File: config.mk
export PLATFORM = sky130hd
export DESIGN_NAME = trig_sequencer
export DESIGN_NICKNAME = d
export VERILOG_FILES = /design/src/rtl/trig_seq_pkg.sv /design/src/rtl/trig_sequencer_timer.sv /design/src/rtl/trig_sequencer.sv
export SDC_FILE = /design/constraint.sdc
export NUM_CORES = 1
export LEC_CHECK = 0
export ABC_AREA = 1
export BUFFER_PORTS_ARGS = -buffer_cell sky130_fd_sc_hd__buf_2
export CORE_UTILIZATION = 40
export CTS_CLUSTER_DIAMETER = 50
export DETAILED_ROUTE_END_ITERATION = 8
export PLACE_DENSITY = 0.57
export SLEW_MARGIN = 20
export SYNTH_ARGS = -nofsm -noshare
export SYNTH_HDL_FRONTEND = slang
export SYNTH_HIERARCHICAL = 1
export SYNTH_SLANG_ARGS = --single-unit
File: constraint.sdc
create_clock -name clk_in -period 10.4 [get_ports clk_in]
set_clock_uncertainty 0.2 [all_clocks]
set_input_delay 1.04 -clock clk_in [delete_from_list [all_inputs] [get_ports clk_in]]
set_output_delay 1.04 -clock clk_in [all_outputs]
set_load 0.02 [all_outputs]
File: src/rtl/trig_seq_pkg.sv
// trig_seq_pkg: shared types and default widths for the trigger sequencer.
//   trig_seq_state_t : burst sequencing state (IDLE, TRIG, LISTEN, GAP, DONE)
//   CNT_WIDTH_DEF    : default width of phase-length fields and the phase counter
//   BURST_WIDTH_DEF  : default width of the burst-count field and shot index
package trig_seq_pkg;

    localparam int CNT_WIDTH_DEF   = 16;
    localparam int BURST_WIDTH_DEF = 8;

    typedef enum logic [2:0] {
        ST_IDLE   = 3'd0,
        ST_TRIG   = 3'd1,
        ST_LISTEN = 3'd2,
        ST_GAP    = 3'd3,
        ST_DONE   = 3'd4
    } trig_seq_state_t;

endpackage

File: src/rtl/trig_sequencer_timer.sv
// phase_timer: tick-driven phase counter shared by every sequencer phase.
// Ports:
//   clk_in   system clock
//   rst_in   synchronous active-low reset
//   clr_in   clear the counter (has priority over tick_in)
//   tick_in  timebase event; counter advances only on this
//   len_in   length of the current phase in ticks (never 0)
//   hit_out  combinational terminal-count pulse: tick on the last count of the phase
module phase_timer
    import trig_seq_pkg::*;
#(
    parameter int CNT_WIDTH = CNT_WIDTH_DEF
) (
    input  logic                 clk_in,
    input  logic                 rst_in,
    input  logic                 clr_in,
    input  logic                 tick_in,
    input  logic [CNT_WIDTH-1:0] len_in,
    output logic                 hit_out
);

    localparam logic [CNT_WIDTH-1:0] CNT_ZERO = CNT_WIDTH'(0);
    localparam logic [CNT_WIDTH-1:0] CNT_ONE  = CNT_WIDTH'(1);

    logic [CNT_WIDTH-1:0] cnt_r;

    // Tick counter: cleared between phases, advanced on each tick within a phase.
    always_ff @(posedge clk_in) begin
        if (!rst_in) begin
            cnt_r <= CNT_ZERO;
        end else if (clr_in) begin
            cnt_r <= CNT_ZERO;
        end else if (tick_in) begin
            cnt_r <= cnt_r + CNT_ONE;
        end else begin
            cnt_r <= cnt_r;
        end
    end

    // The phase ends on the tick that would bring the count up to len.
    assign hit_out = tick_in && (cnt_r == (len_in - CNT_ONE));

endmodule

File: src/rtl/trig_sequencer.sv
// trig_sequencer: sequences one depth-capture burst of emitter trigger pulse,
// receiver listen window and inter-shot gap, repeated cfg_burst times.
// Phase lengths are counted in tick_in events.
// Ports:
//   clk_in / rst_in            clock, synchronous active-low reset
//   tick_in                    prescaled timebase event
//   cfg_valid_in/cfg_ready_out config handshake (ready is combinational)
//   cfg_*_len_in, cfg_burst_in phase lengths and shots per burst (0 stored as 1)
//   start_in / abort_in        start a burst from IDLE / cancel the burst
//   trig_out, listen_out       high during TRIG / LISTEN
//   busy_out, done_out         not IDLE / one-cycle burst-complete pulse
//   burst_idx_out              0-based index of the current shot
// Optional build macro TRIG_SEQ_CONTINUOUS_EN adds cont_mode_in: when high,
// DONE restarts a new burst instead of returning to IDLE.
module trig_sequencer
    import trig_seq_pkg::*;
#(
    parameter int CNT_WIDTH   = CNT_WIDTH_DEF,
    parameter int BURST_WIDTH = BURST_WIDTH_DEF
) (
    input  logic                   clk_in,
    input  logic                   rst_in,
    input  logic                   tick_in,
    input  logic                   cfg_valid_in,
    output logic                   cfg_ready_out,
    input  logic [CNT_WIDTH-1:0]   cfg_trig_len_in,
    input  logic [CNT_WIDTH-1:0]   cfg_listen_len_in,
    input  logic [CNT_WIDTH-1:0]   cfg_gap_len_in,
    input  logic [BURST_WIDTH-1:0] cfg_burst_in,
    input  logic                   start_in,
    input  logic                   abort_in,
`ifdef TRIG_SEQ_CONTINUOUS_EN
    input  logic                   cont_mode_in,
`endif
    output logic                   trig_out,
    output logic                   listen_out,
    output logic                   busy_out,
    output logic                   done_out,
    output logic [BURST_WIDTH-1:0] burst_idx_out
);

    localparam logic [CNT_WIDTH-1:0]   LEN_ONE   = CNT_WIDTH'(1);
    localparam logic [BURST_WIDTH-1:0] BURST_ONE = BURST_WIDTH'(1);
    localparam logic [BURST_WIDTH-1:0] IDX_ZERO  = BURST_WIDTH'(0);

    trig_seq_state_t        state_r, state_s;
    logic [CNT_WIDTH-1:0]   trig_len_r, listen_len_r, gap_len_r, len_s;
    logic [BURST_WIDTH-1:0] burst_r, burst_idx_r, burst_idx_s;
    logic                   trig_r, listen_r, busy_r, done_r;
    logic                   hit_s, clr_s, cfg_fire_s;

    function automatic logic [CNT_WIDTH-1:0] clamp_len(input logic [CNT_WIDTH-1:0] v);
        return (v == CNT_WIDTH'(0)) ? LEN_ONE : v;
    endfunction

    function automatic logic [BURST_WIDTH-1:0] clamp_burst(input logic [BURST_WIDTH-1:0] v);
        return (v == BURST_WIDTH'(0)) ? BURST_ONE : v;
    endfunction

    // Start has priority over a config write in the same IDLE cycle.
    assign cfg_ready_out = (state_r == ST_IDLE) && !start_in;
    assign cfg_fire_s    = cfg_ready_out && cfg_valid_in;

    // Select the length of the phase currently being timed.
    always_comb begin
        len_s = trig_len_r;
        case (state_r)
            ST_TRIG:   len_s = trig_len_r;
            ST_LISTEN: len_s = listen_len_r;
            ST_GAP:    len_s = gap_len_r;
            default:   len_s = trig_len_r;
        endcase
    end

    // Counter held clear outside timed phases and restarted at every phase end.
    assign clr_s = (state_r == ST_IDLE) || (state_r == ST_DONE) || hit_s || abort_in;

    phase_timer #(.CNT_WIDTH(CNT_WIDTH)) u_timer (
        .clk_in  (clk_in),
        .rst_in  (rst_in),
        .clr_in  (clr_s),
        .tick_in (tick_in),
        .len_in  (len_s),
        .hit_out (hit_s)
    );

    // Next-state and shot-index logic; abort overrides everything outside IDLE.
    always_comb begin
        state_s     = state_r;
        burst_idx_s = burst_idx_r;
        if (abort_in && (state_r != ST_IDLE)) begin
            state_s = ST_IDLE;
        end else begin
            case (state_r)
                ST_IDLE: begin
                    if (start_in) begin
                        state_s     = ST_TRIG;
                        burst_idx_s = IDX_ZERO;
                    end else begin
                        state_s = ST_IDLE;
                    end
                end
                ST_TRIG: begin
                    if (hit_s) begin
                        state_s = ST_LISTEN;
                    end else begin
                        state_s = ST_TRIG;
                    end
                end
                ST_LISTEN: begin
                    if (hit_s) begin
                        if (burst_idx_r == (burst_r - BURST_ONE)) begin
                            state_s = ST_DONE;
                        end else begin
                            state_s = ST_GAP;
                        end
                    end else begin
                        state_s = ST_LISTEN;
                    end
                end
                ST_GAP: begin
                    if (hit_s) begin
                        state_s     = ST_TRIG;
                        burst_idx_s = burst_idx_r + BURST_ONE;
                    end else begin
                        state_s = ST_GAP;
                    end
                end
                ST_DONE: begin
`ifdef TRIG_SEQ_CONTINUOUS_EN
                    if (cont_mode_in) begin
                        state_s     = ST_TRIG;
                        burst_idx_s = IDX_ZERO;
                    end else begin
                        state_s = ST_IDLE;
                    end
`else
                    state_s = ST_IDLE;
`endif
                end
                default: state_s = ST_IDLE;
            endcase
        end
    end

    // State, shot index and outputs; outputs decode the state being entered so
    // they line up exactly with state_r.
    always_ff @(posedge clk_in) begin
        if (!rst_in) begin
            state_r     <= ST_IDLE;
            burst_idx_r <= IDX_ZERO;
            trig_r      <= 1'b0;
            listen_r    <= 1'b0;
            busy_r      <= 1'b0;
            done_r      <= 1'b0;
        end else begin
            state_r     <= state_s;
            burst_idx_r <= burst_idx_s;
            trig_r      <= (state_s == ST_TRIG);
            listen_r    <= (state_s == ST_LISTEN);
            busy_r      <= (state_s != ST_IDLE);
            done_r      <= (state_s == ST_DONE);
        end
    end

    // Configuration registers, all four latched together on handshake.
    always_ff @(posedge clk_in) begin
        if (!rst_in) begin
            trig_len_r   <= LEN_ONE;
            listen_len_r <= LEN_ONE;
            gap_len_r    <= LEN_ONE;
            burst_r      <= BURST_ONE;
        end else if (cfg_fire_s) begin
            trig_len_r   <= clamp_len(cfg_trig_len_in);
            listen_len_r <= clamp_len(cfg_listen_len_in);
            gap_len_r    <= clamp_len(cfg_gap_len_in);
            burst_r      <= clamp_burst(cfg_burst_in);
        end else begin
            trig_len_r   <= trig_len_r;
            listen_len_r <= listen_len_r;
            gap_len_r    <= gap_len_r;
            burst_r      <= burst_r;
        end
    end

    assign trig_out      = trig_r;
    assign listen_out    = listen_r;
    assign busy_out      = busy_r;
    assign done_out      = done_r;
    assign burst_idx_out = burst_idx_r;

endmodule

==> results of run 1 <==
Yosys cell counts:
cell / instances / area, sq um
nor4_1: 12 / 75.1
o22ai_1: 1 / 6.26
xnor2_1: 12 / 105
dfxtp_1: 87 / 1740
a21o_1: 1 / 7.51
nand2_2: 1 / 6.26
or2_0: 1 / 6.26
inv_2: 2 / 7.51
a21oi_1: 62 / 310
o21ai_1: 1 / 5.00
ha_1: 4 / 50.1
nor3b_2: 1 / 12.5
nand3_1: 31 / 155
o21bai_1: 1 / 7.51
o211ai_1: 6 / 45.0
nand4_1: 9 / 56.3
a22oi_1: 11 / 82.6
nand3_2: 2 / 20.0
a211oi_1: 8 / 60.1
nand3b_1: 4 / 30.0
o21ai_2: 1 / 8.76
o21ai_0: 27 / 135
nor3b_1: 4 / 30.0
inv_1: 73 / 274
nor2_1: 76 / 285
nor3_2: 3 / 30.0
nand2_1: 212 / 796
xor2_1: 8 / 70.1
clkbuf_1: 9 / 33.8
clkinv_1: 1 / 3.75
o21a_1: 3 / 22.5
or2_2: 2 / 12.5
a31oi_1: 1 / 6.26
o221ai_1: 2 / 17.5
buf_2: 11 / 55.1
nand3_4: 1 / 17.5
nor3_1: 6 / 30.0
nor2_2: 7 / 43.8
placed cells by master, fill, tap and decap left out, types with 2 or more instances in the layout:
master     Yosys  routed
nor3_1         6       6
dfxtp_1       87      87
o211ai_1       6       6
nand3_2        2       2
nor2_1        76      76
buf_2         11      74
nand2_1      212     211
inv_1         73      73
or2_2          2       2
inv_2          2       2
nand3_1       31      31
a211oi_1       8       8
nand3b_1       4       4
nand4_1        9       9
nor4_1        12      12
nor2_2         7       7
xnor2_1       12      12
a21oi_1       62      62
inv_6          0       3
nand2_2        1       2
ha_1           4       4
xor2_1         8       8
inv_8          0       2
o21ai_0       27      27
nor3b_1        4       4
o221ai_1       2       2
o21a_1         3       3
buf_4          0       2
a22oi_1       11      11
nor3_2         3       3
clkbuf_16      0       9
kinds of logic (layout without fill, tap and decap cells):
kind of cell | Yosys count | in the layout | synth area share
buffers and inverters | 96 | 168 | 0.0802
AND/OR/NAND/NOR | 372 | 372 | 0.345
adder cells (fa/ha/maj) | 4 | 4 | 0.0107
AO/OA/AOI/OAI | 125 | 125 | 0.153
flip-flops | 87 | 87 | 0.374
XOR/XNOR | 20 | 20 | 0.0376
worst max-delay path, stage by stage, from the launching register on:
cell and delay (ps):
dfxtp_1 300, inv_1 110, nand2_1 310, nor2_1 880, inv_1 250, o221ai_1 300, inv_1 80, ha_1 250
nand2_1 210, o21ai_0 150, nand2_1 90, nand2_1 50, nand3_1 70, nor2_1 40, nand2_1 60, nor2_1 60
inv_1 100, o211ai_1 100, nor2_1 540, inv_1 300, a21oi_1 190, o21a_1 130
state kept, by name, summed over array words and instances (netlist names):
signal / count
state_r: 3
busy_out: 1
trig_len_r: 16
burst_r: 8
trig_out: 1
burst_idx_out: 8
listen_len_r: 16
done_out: 1
listen_out: 1
u_timer/cnt_r: 16
gap_len_r: 16
per-layer routing:
| metal | track usage | wire (um) | up-vias |
|---|---|---|---|
| met1 | 0.320 | 6410 | 2110 |
| li1 | - | - | 2447 |
| met4 | 0.0648 | 225 | 0 |
| met5 | 0 | 0 | - |
| met3 | 0.0433 | 631 | 13 |
| met2 | 0.365 | 5760 | 124 |
path summary, 6_finish.rpt:
| check | from | to | cells after the start |
|---|---|---|---|
| max | state_r[2] | u_timer/cnt_r[10] | 21 |
| min | gap_len_r[7] | gap_len_r[7] | 2 |
| max reg2reg | state_r[2] | u_timer/cnt_r[10] | 21 |
| min reg2reg | gap_len_r[7] | gap_len_r[7] | 2 |
area by class of cell:
type	count	area [sq um]
Sequential cell	87	1740
Multi-Input combinational cell	521	2550
Clock buffer	10	239
Timing Repair Buffer	76	385
Inverter	76	285
Fill cell	1197	5930
Tap cell	143	179
Clock inverter	6	57.6
stage by stage:
stage | cell area, sq um | instances
floorplan | 4660 | 704
global placement | 5140 | 903
detailed placement | 5140 | 903
CTS | 5440 | 919
global route | 5440 | 919
finish | 5440 | 919
report_power, final:
group          total, mW  switching [mW]  internal [mW]
combinational      0.209           0.137         0.0716
sequential         0.375          0.0172          0.358
clock              0.324           0.149          0.175
==> results.ini, run 1 <==
[detailed_routing]
postRouteAntennaNets=0
vias=4694
drc=0
firstDrtPassIters=5
post_drt_wl_per_cell_um=14.2
viasPerCell=5.11
first_iter_violations=250
drt_wl_total_um=13000

[synth]
ys_seq_area_frac=0.374
synthCells=704
yosys_warnings=6
ys_types=38
syn_area_sq_um=4660
ys_seq_elements=87
synth_nets=770
avgSynthCellArea_sq_um=6.62

[sta]
slew_violations=0
maxSlewHeadroom=0.320
setup_tns_ps=0
fin_crit_ps=4820
setup_viol=0
rsz0062_at_grt=false
setup_ws_ps=5580
fmax_mhz=207
fin_crit_sh=0.464
holdWs_ps=268
worst_slew_pin_slew_ps=1020
hold_viol=0

[floorplan]
fp.dieArea_sq_um=12100
die_h_um=110
dieWidth_um=110
num_rows=39
initial_core_util=0.410
coreArea_sq_um=11400
io_pins=75

[placement]
dpl.hpwl_um=10100
pre_cts_ws_ps=5610
portBuffers=74
gp_congestion=0.954

[critical_path]
crit_path_start_kind=flip-flop
critPathCaptureType=flip-flop
cp.required_ps=10490
arrival_ps=4910
reg2reg_slack_ps=5580
cp_max_fo=17
path_class=reg -> reg

[min_path]
min-delay-path-class=reg -> reg

[final_layout]
n_antenna_cell=0
area_growth_pct=16.6
fin_nets=837
final_util=0.478
layout-drive-gt1-share=0.146

[clock_tree]
cts_setup_buffers=0
clockBufferDepth=2
cts-hold-fix-buffers=0
cts.clk_slew.worst_paths_ps=70
clock_latency_ps=340
cts_buffers=9
htreeDepth=3
cts_tree=built
cts_sinks=87
cts-root-buf=clkbuf_16
ctsResizeCount=0

[grt]
grt_max_degree=71
grt_pass1_wl_um=21300
grt_pass1_vias=4307
grt_usage=0.231
antenna_found_initial=0
overflow=0

[power_and_ir_drop]
ir_worst_vdd_uv=108
finalPower_mw=0.908
p_leak_nw=2.24
power_density_nw_per_um2=167

[job]
max-cap-violations=0

[status]
status=complete, no violations

No activity file was read; power rests on OpenSTA's default activity.
==> run 2: changes to the inputs <==
PLACE_DENSITY = 0.59   (was 0.57)
clock period = 4.2 ns   (was 10.4 ns; I/O delays follow)
==> run 2 against run 1 <==
Effect of this change: critical path depth grew 3; clock power grew to 2.7 times the previous value; core utilization increased by 0.78 points; critical endpoint is now burst_idx_out[7]; total power grew to 2.5 times the previous value; sequential share of layout area decreased by 0.52 points; count of clock-buffer cells in the layout is 1 higher; largest power group unchanged; hold slack worse by 140 ps; sequential power increased by 150%; flip-flop and latch count unchanged.
==> results.ini, run 2 (same netlist as run 1, synthesis figures left out) <==
[clock_tree]
cts_sinks=87  ; unchanged
clock_latency_ps=350  ; was 340 ps
cts_tree=built  ; unchanged
cts-hold-fix-buffers=0  ; unchanged
cts_buffers=9  ; unchanged
cts-root-buf=clkbuf_16  ; unchanged
clockBufferDepth=2  ; unchanged
cts.clk_slew.worst_paths_ps=60  ; was 70 ps
htreeDepth=3  ; unchanged

[detailed_routing]
post_drt_wl_per_cell_um=14.0  ; was 14.2 um
vias=4699  ; was 4694
first_iter_violations=238  ; was 250
postRouteAntennaNets=0  ; unchanged
drt_wl_total_um=13000  ; about the same
drc=0  ; unchanged
viasPerCell=5.07  ; was 5.11
firstDrtPassIters=5  ; unchanged

[grt]
antenna_found_initial=0  ; unchanged
grt_pass1_wl_um=20700  ; was 21300 um
grt_max_degree=70  ; was 71
overflow=0  ; unchanged
grt_pass1_vias=4258  ; was 4307
grt_usage=0.228  ; was 0.231

[floorplan]
coreArea_sq_um=11400  ; unchanged
die_h_um=110  ; unchanged
io_pins=75  ; unchanged
num_rows=39  ; unchanged
fp.dieArea_sq_um=12100  ; unchanged
initial_core_util=0.410  ; unchanged
dieWidth_um=110  ; unchanged

[critical_path]
reg2reg_slack_ps=400  ; was 5580 ps
timing.rr.end=burst_idx_out[7]  ; was u_timer/cnt_r[10]
cp.required_ps=4290  ; was 10490 ps
critPathCaptureType=flip-flop  ; unchanged
crit_path_start_kind=flip-flop  ; unchanged
arrival_ps=3900  ; was 4910 ps
reg2reg_from=state_r[0]  ; was state_r[2]
path_class=reg -> reg  ; unchanged
r2r_cells=24  ; was 21
cp_max_fo=8  ; was 17

[power_and_ir_drop]
share_comb_of_total_power=0.224  ; was 0.230
p_sw_mw=0.717  ; was 0.303 mW
ir_worst_vdd_uv=249  ; was 108 uV
seqPwrFrac=0.403  ; was 0.413
p_leak_nw=2.27  ; was 2.24 nW
clockPowerShare=0.373  ; was 0.357
p_int_mw=1.59  ; was 0.604 mW
power_density_nw_per_um2=417  ; was 167 nW/um^2
finalPower_mw=2.31  ; was 0.908 mW
p_sw_frac=0.311  ; was 0.334

[min_path]
worstHoldEndpoint=gap_len_r[5]  ; was gap_len_r[7]
whs_path_depth=3  ; was 2
hp-start=cfg_gap_len_in[5]  ; was gap_len_r[7]
min-delay-path-class=in -> reg  ; was reg -> reg

[final_layout]
layout-drive-gt1-share=0.154  ; was 0.146
layout_commonest_cell=nand2_1  ; unchanged
most-common-layout-cells=nand2_1, dfxtp_1, nor2_1  ; unchanged
n_antenna_cell=0  ; unchanged
seqCellArea_sq_um=1740  ; unchanged
final_util=0.486  ; was 0.478
area_growth_pct=18.5  ; was 16.6%
stdcell_count=927  ; was 919
multiInputGateArea_sq_um=2560  ; was 2550 sq um
nFillCells=1195  ; was 1197
fin_nets=845  ; was 837

[sta]
rsz0062_at_grt=false  ; unchanged
fmax_mhz=263  ; was 207 MHz
worst_slew_pin_slew_ps=955  ; was 1020 ps
fin_crit_sh=0.906  ; was 0.464
slew_violations=0  ; unchanged
maxSlewHeadroom=0.360  ; was 0.320
hold_viol=0  ; unchanged
setup_viol=0  ; unchanged
setup_tns_ps=0  ; unchanged
fin_crit_ps=3800  ; was 4820 ps

[status]
status=complete, no violations  ; unchanged

[placement]
dp.cells=906  ; was 903
dpl.hpwl_um=9940  ; was 10100 um
portBuffers=74  ; unchanged
gp_congestion=0.935  ; was 0.954

[job]
max-cap-violations=0  ; unchanged

run 2: changes by cell type in the layout (fill, tap and decap cells not counted), sizes merged:
cell and delta:
inv -5, buf +7, bufinv +2, clkinvlp +3, clkbuf +1
run 2: critical path, stage by stage (launching register included):
cell,delay [ps]
dfxtp_1,380
nand3_4,190
clkinvlp_2,290
a22oi_1,280
nand2_1,180
nor2_1,290
nand2_1,120
nor2_1,120
nand2_1,70
nand2_1,60
nand2_1,40
inv_1,50
nand3_1,60
nor2_1,80
nand2_1,50
nor2_1,160
inv_1,110
nand2_1,140
nand3_4,140
nor3_2,180
nand2_1,110
nor2_2,110
nand2_1,80
a21oi_1,120
o21a_1,140
run 2: worst max-delay path by stage:
stage,endpoint,slack [ps],cells past startpoint,start
after floorplan,burst_idx_out[7],670,26,state_r[2]
after global placement,burst_idx_out[6],510,24,state_r[2]
final,burst_idx_out[7],400,24,state_r[0]
after detailed placement,burst_idx_out[7],330,25,state_r[2]
after CTS,burst_idx_out[7],290,24,state_r[0]
after global routing,burst_idx_out[7],30,23,state_r[2]
run 2: timing repair:
| item | 4_1_cts | 5_1_grt |
|---|---|---|
| resized for setup | 0 | 4 |
| buffers inserted | 0 | 4 |
| setup endpoints to repair | 0 | 2 |
run 2: per-stage QoR:
stage	hold slack [ps]	setup WS, ps	instance area [sq um]
3_3_place_gp	254	506	5160
6_report	128	395	5530
5_1_grt	125	26.1	5530
2_1_floorplan	239	670	4660
4_1_cts	116	294	5480
3_5_place_dp	258	326	5160
run 2: layout make-up:
type,instances,share of cell area
clock buffer,11,0.0421
clock inverter,5,0.0147
inverter,76,0.0523
timing repair buffer,83,0.0793
sequential,87,0.315
multi-input combinational,521,0.463
tap,143,0.0324
timing repair inverter,1,0.000906
run 2: layer usage:
metal	track usage	wire, um	part of all wire
met3	0.0368	551	0.042
met2	0.352	5720	0.44
met1	0.311	6410	0.49
met4	0.102	329	0.025
met5	0	0	0
run 2: power by group through the flow:
stage	Sequential, mW	Combinational [mW]	Clock, mW
finish	0.930	0.517	0.860
global route	0.936	0.594	0.907
CTS	0.928	0.514	0.877
detailed placement	0.946	0.511	0
global placement	0.946	0.508	0
floorplan	0.948	0.362	0
==> run 3: changes to the inputs <==
CTS_BUF_LIST = sky130_fd_sc_hd__clkbuf_8   (was default)
PLACE_DENSITY = 0.57   (was 0.59)
clock period = 3.7 ns   (was 4.2 ns; I/O delays follow)
==> run 3 against run 2 <==
Effect of this change: total power increased by 9.2%; fmax rose by 12%; first-iteration DRC count rose by 11%; register-to-register slack got worse by 100 ps; sequential share of layout area shrank 0.66 points; clock power down 5.1%; flip-flop and latch count unchanged; count of clock-buffer cells in the layout is 1 lower; die area is the same; wire length down 0.70%; final area rose by 2.2%; sequential power up 13%; largest cell class unchanged; largest power group unchanged; highest routed layer unchanged.
==> results.ini, run 3 (same netlist as run 1, synthesis figures left out) <==
[detailed_routing]
drt_wl_total_um=12900  ; was 13000 um
vias=4699  ; unchanged
drc=0  ; unchanged
first_iter_violations=265  ; was 238
viasPerCell=5.03  ; was 5.07
postRouteAntennaNets=0  ; unchanged
post_drt_wl_per_cell_um=13.8  ; was 14.0 um
firstDrtPassIters=5  ; unchanged

[clock_tree]
cts_sinks=87  ; unchanged
clock_latency_ps=360  ; was 350 ps
cts_tree=built  ; unchanged
cts_buffers=9  ; unchanged
clockBufferDepth=2  ; unchanged
htreeDepth=3  ; unchanged
cts.clk_slew.worst_paths_ps=90  ; was 60 ps
cts-root-buf=clkbuf_8  ; was clkbuf_16

[grt]
overflow=0  ; unchanged
grt_pass1_vias=4349  ; was 4258
antenna_found_initial=0  ; unchanged
grt_usage=0.228  ; about the same
grt_pass1_wl_um=21100  ; was 20700 um
grt_max_degree=70  ; unchanged

[final_layout]
fin_area_sq_um=5650  ; was 5530 sq um
fin_nets=854  ; was 845
n_antenna_cell=0  ; unchanged
area_growth_pct=21.1  ; was 18.5%
most-common-layout-cells=nand2_1, dfxtp_1, buf_2  ; was nand2_1, dfxtp_1, nor2_1
stdcell_count=935  ; was 927
nFillCells=1182  ; was 1195
layout_commonest_cell=nand2_1  ; unchanged
seqCellArea_sq_um=1740  ; about the same
layout-drive-gt1-share=0.198  ; was 0.154
multiInputGateArea_sq_um=2680  ; was 2560 sq um

[power_and_ir_drop]
ir_worst_vdd_uv=162  ; was 249 uV
p_leak_nw=2.32  ; was 2.27 nW
finalPower_mw=2.52  ; was 2.31 mW
power_density_nw_per_um2=446  ; was 417 nW/um^2

[floorplan]
fp.dieArea_sq_um=12100  ; unchanged
die_h_um=110  ; unchanged
io_pins=75  ; unchanged
coreArea_sq_um=11400  ; unchanged
num_rows=39  ; unchanged
dieWidth_um=110  ; unchanged
initial_core_util=0.410  ; unchanged

[placement]
dp.cells=911  ; was 906
pre_cts_ws_ps=-96.0  ; was 326 ps
dpl_cell_area_sq_um=5200  ; was 5160 sq um
gp_congestion=0.890  ; was 0.935
portBuffers=74  ; unchanged
dpl.hpwl_um=9640  ; was 9940 um

[critical_path]
critPathCaptureType=flip-flop  ; unchanged
cp.required_ps=3810  ; was 4290 ps
cp_max_fo=12  ; was 8
path_class=reg -> reg  ; unchanged
crit_path_start_kind=flip-flop  ; unchanged
arrival_ps=3520  ; was 3900 ps

[job]
max-cap-violations=0  ; unchanged

[sta]
slew_violations=0  ; unchanged
fin_crit_sh=0.921  ; was 0.906
setup_viol=0  ; unchanged
setup_ws_ps=293  ; was 395 ps
worst_slew_pin_slew_ps=707  ; was 955 ps
hold_viol=0  ; unchanged
fin_crit_ps=3410  ; was 3800 ps
maxSlewHeadroom=0.528  ; was 0.360
fmax_mhz=294  ; was 263 MHz

[status]
status=complete, no violations  ; unchanged

[min_path]
min-delay-path-class=in -> reg  ; unchanged

[run 3: critical path, stage by stage (launching register included)]
cell	delay, ps
dfxtp_1	310
inv_1	40
buf_4	140
nand3_2	60
inv_1	50
buf_4	190
a22oi_2	170
nand2_2	130
nor2_2	150
nand2_2	120
o21ai_0	290
a21oi_1	100
nor2_1	110
nand3_1	130
nor2_4	130
inv_1	90
nand2_2	100
nand3_4	120
nor3_2	150
nand2_1	100
nor2_2	120
nand2_1	80
a21oi_1	130
o21a_1	130
[run 3: final timing paths]
check | from | end | slack, ps | depth (start not counted)
hold reg to reg | trig_len_r[1] | trig_len_r[1] | 270 | 2
setup reg to reg | state_r[2] | burst_idx_out[6] | 290 | 23
setup / recovery | state_r[2] | burst_idx_out[6] | 290 | 23
hold / removal | cfg_gap_len_in[13] | gap_len_r[13] | 60 | 3
[run 3: cell type report]
type | count | area share
inverter | 76 | 0.0505
clock buffer | 10 | 0.0244
timing repair buffer | 93 | 0.0908
multi-input combinational | 521 | 0.475
sequential | 87 | 0.309
tap | 143 | 0.0317
clock inverter | 5 | 0.0188
[run 3: where the power goes]
part	switching, mW	leakage (nW)	internal [mW]	total, mW
Combinational	0.409	1.50	0.241	0.650
Sequential	0.0487	0.709	1.00	1.05
Clock	0.352	0.119	0.465	0.816
Total	0.809	2.32	1.71	2.52
[run 3: per-stage QoR]
stage / utilization / setup TNS [ps] / hold slack, ps
4_1_cts: 0.480 / 0 / 47.5
2_1_floorplan: - / 0 / 239
6_report: 0.497 / 0 / 58.8
5_1_grt: 0.497 / -46.4 / 37.4
3_5_place_dp: 0.457 / -170 / 256
3_3_place_gp: 0.457 / 0 / 253
[run 3: what timing repair did]
item	4_1_cts	5_1_grt
setup buffers	0	9
resized for setup	3	34
setup endpoints to repair	2	11
hold buffers	0	0
pin swaps	0	8
[run 3: metal layers]
layer	track usage	vias to the layer above	wire length, um
met5	0	-	0
met4	0.0524	0	129
met3	0.0433	8	590
met2	0.362	109	5870
met1	0.319	2116	6330
li1	-	2466	-
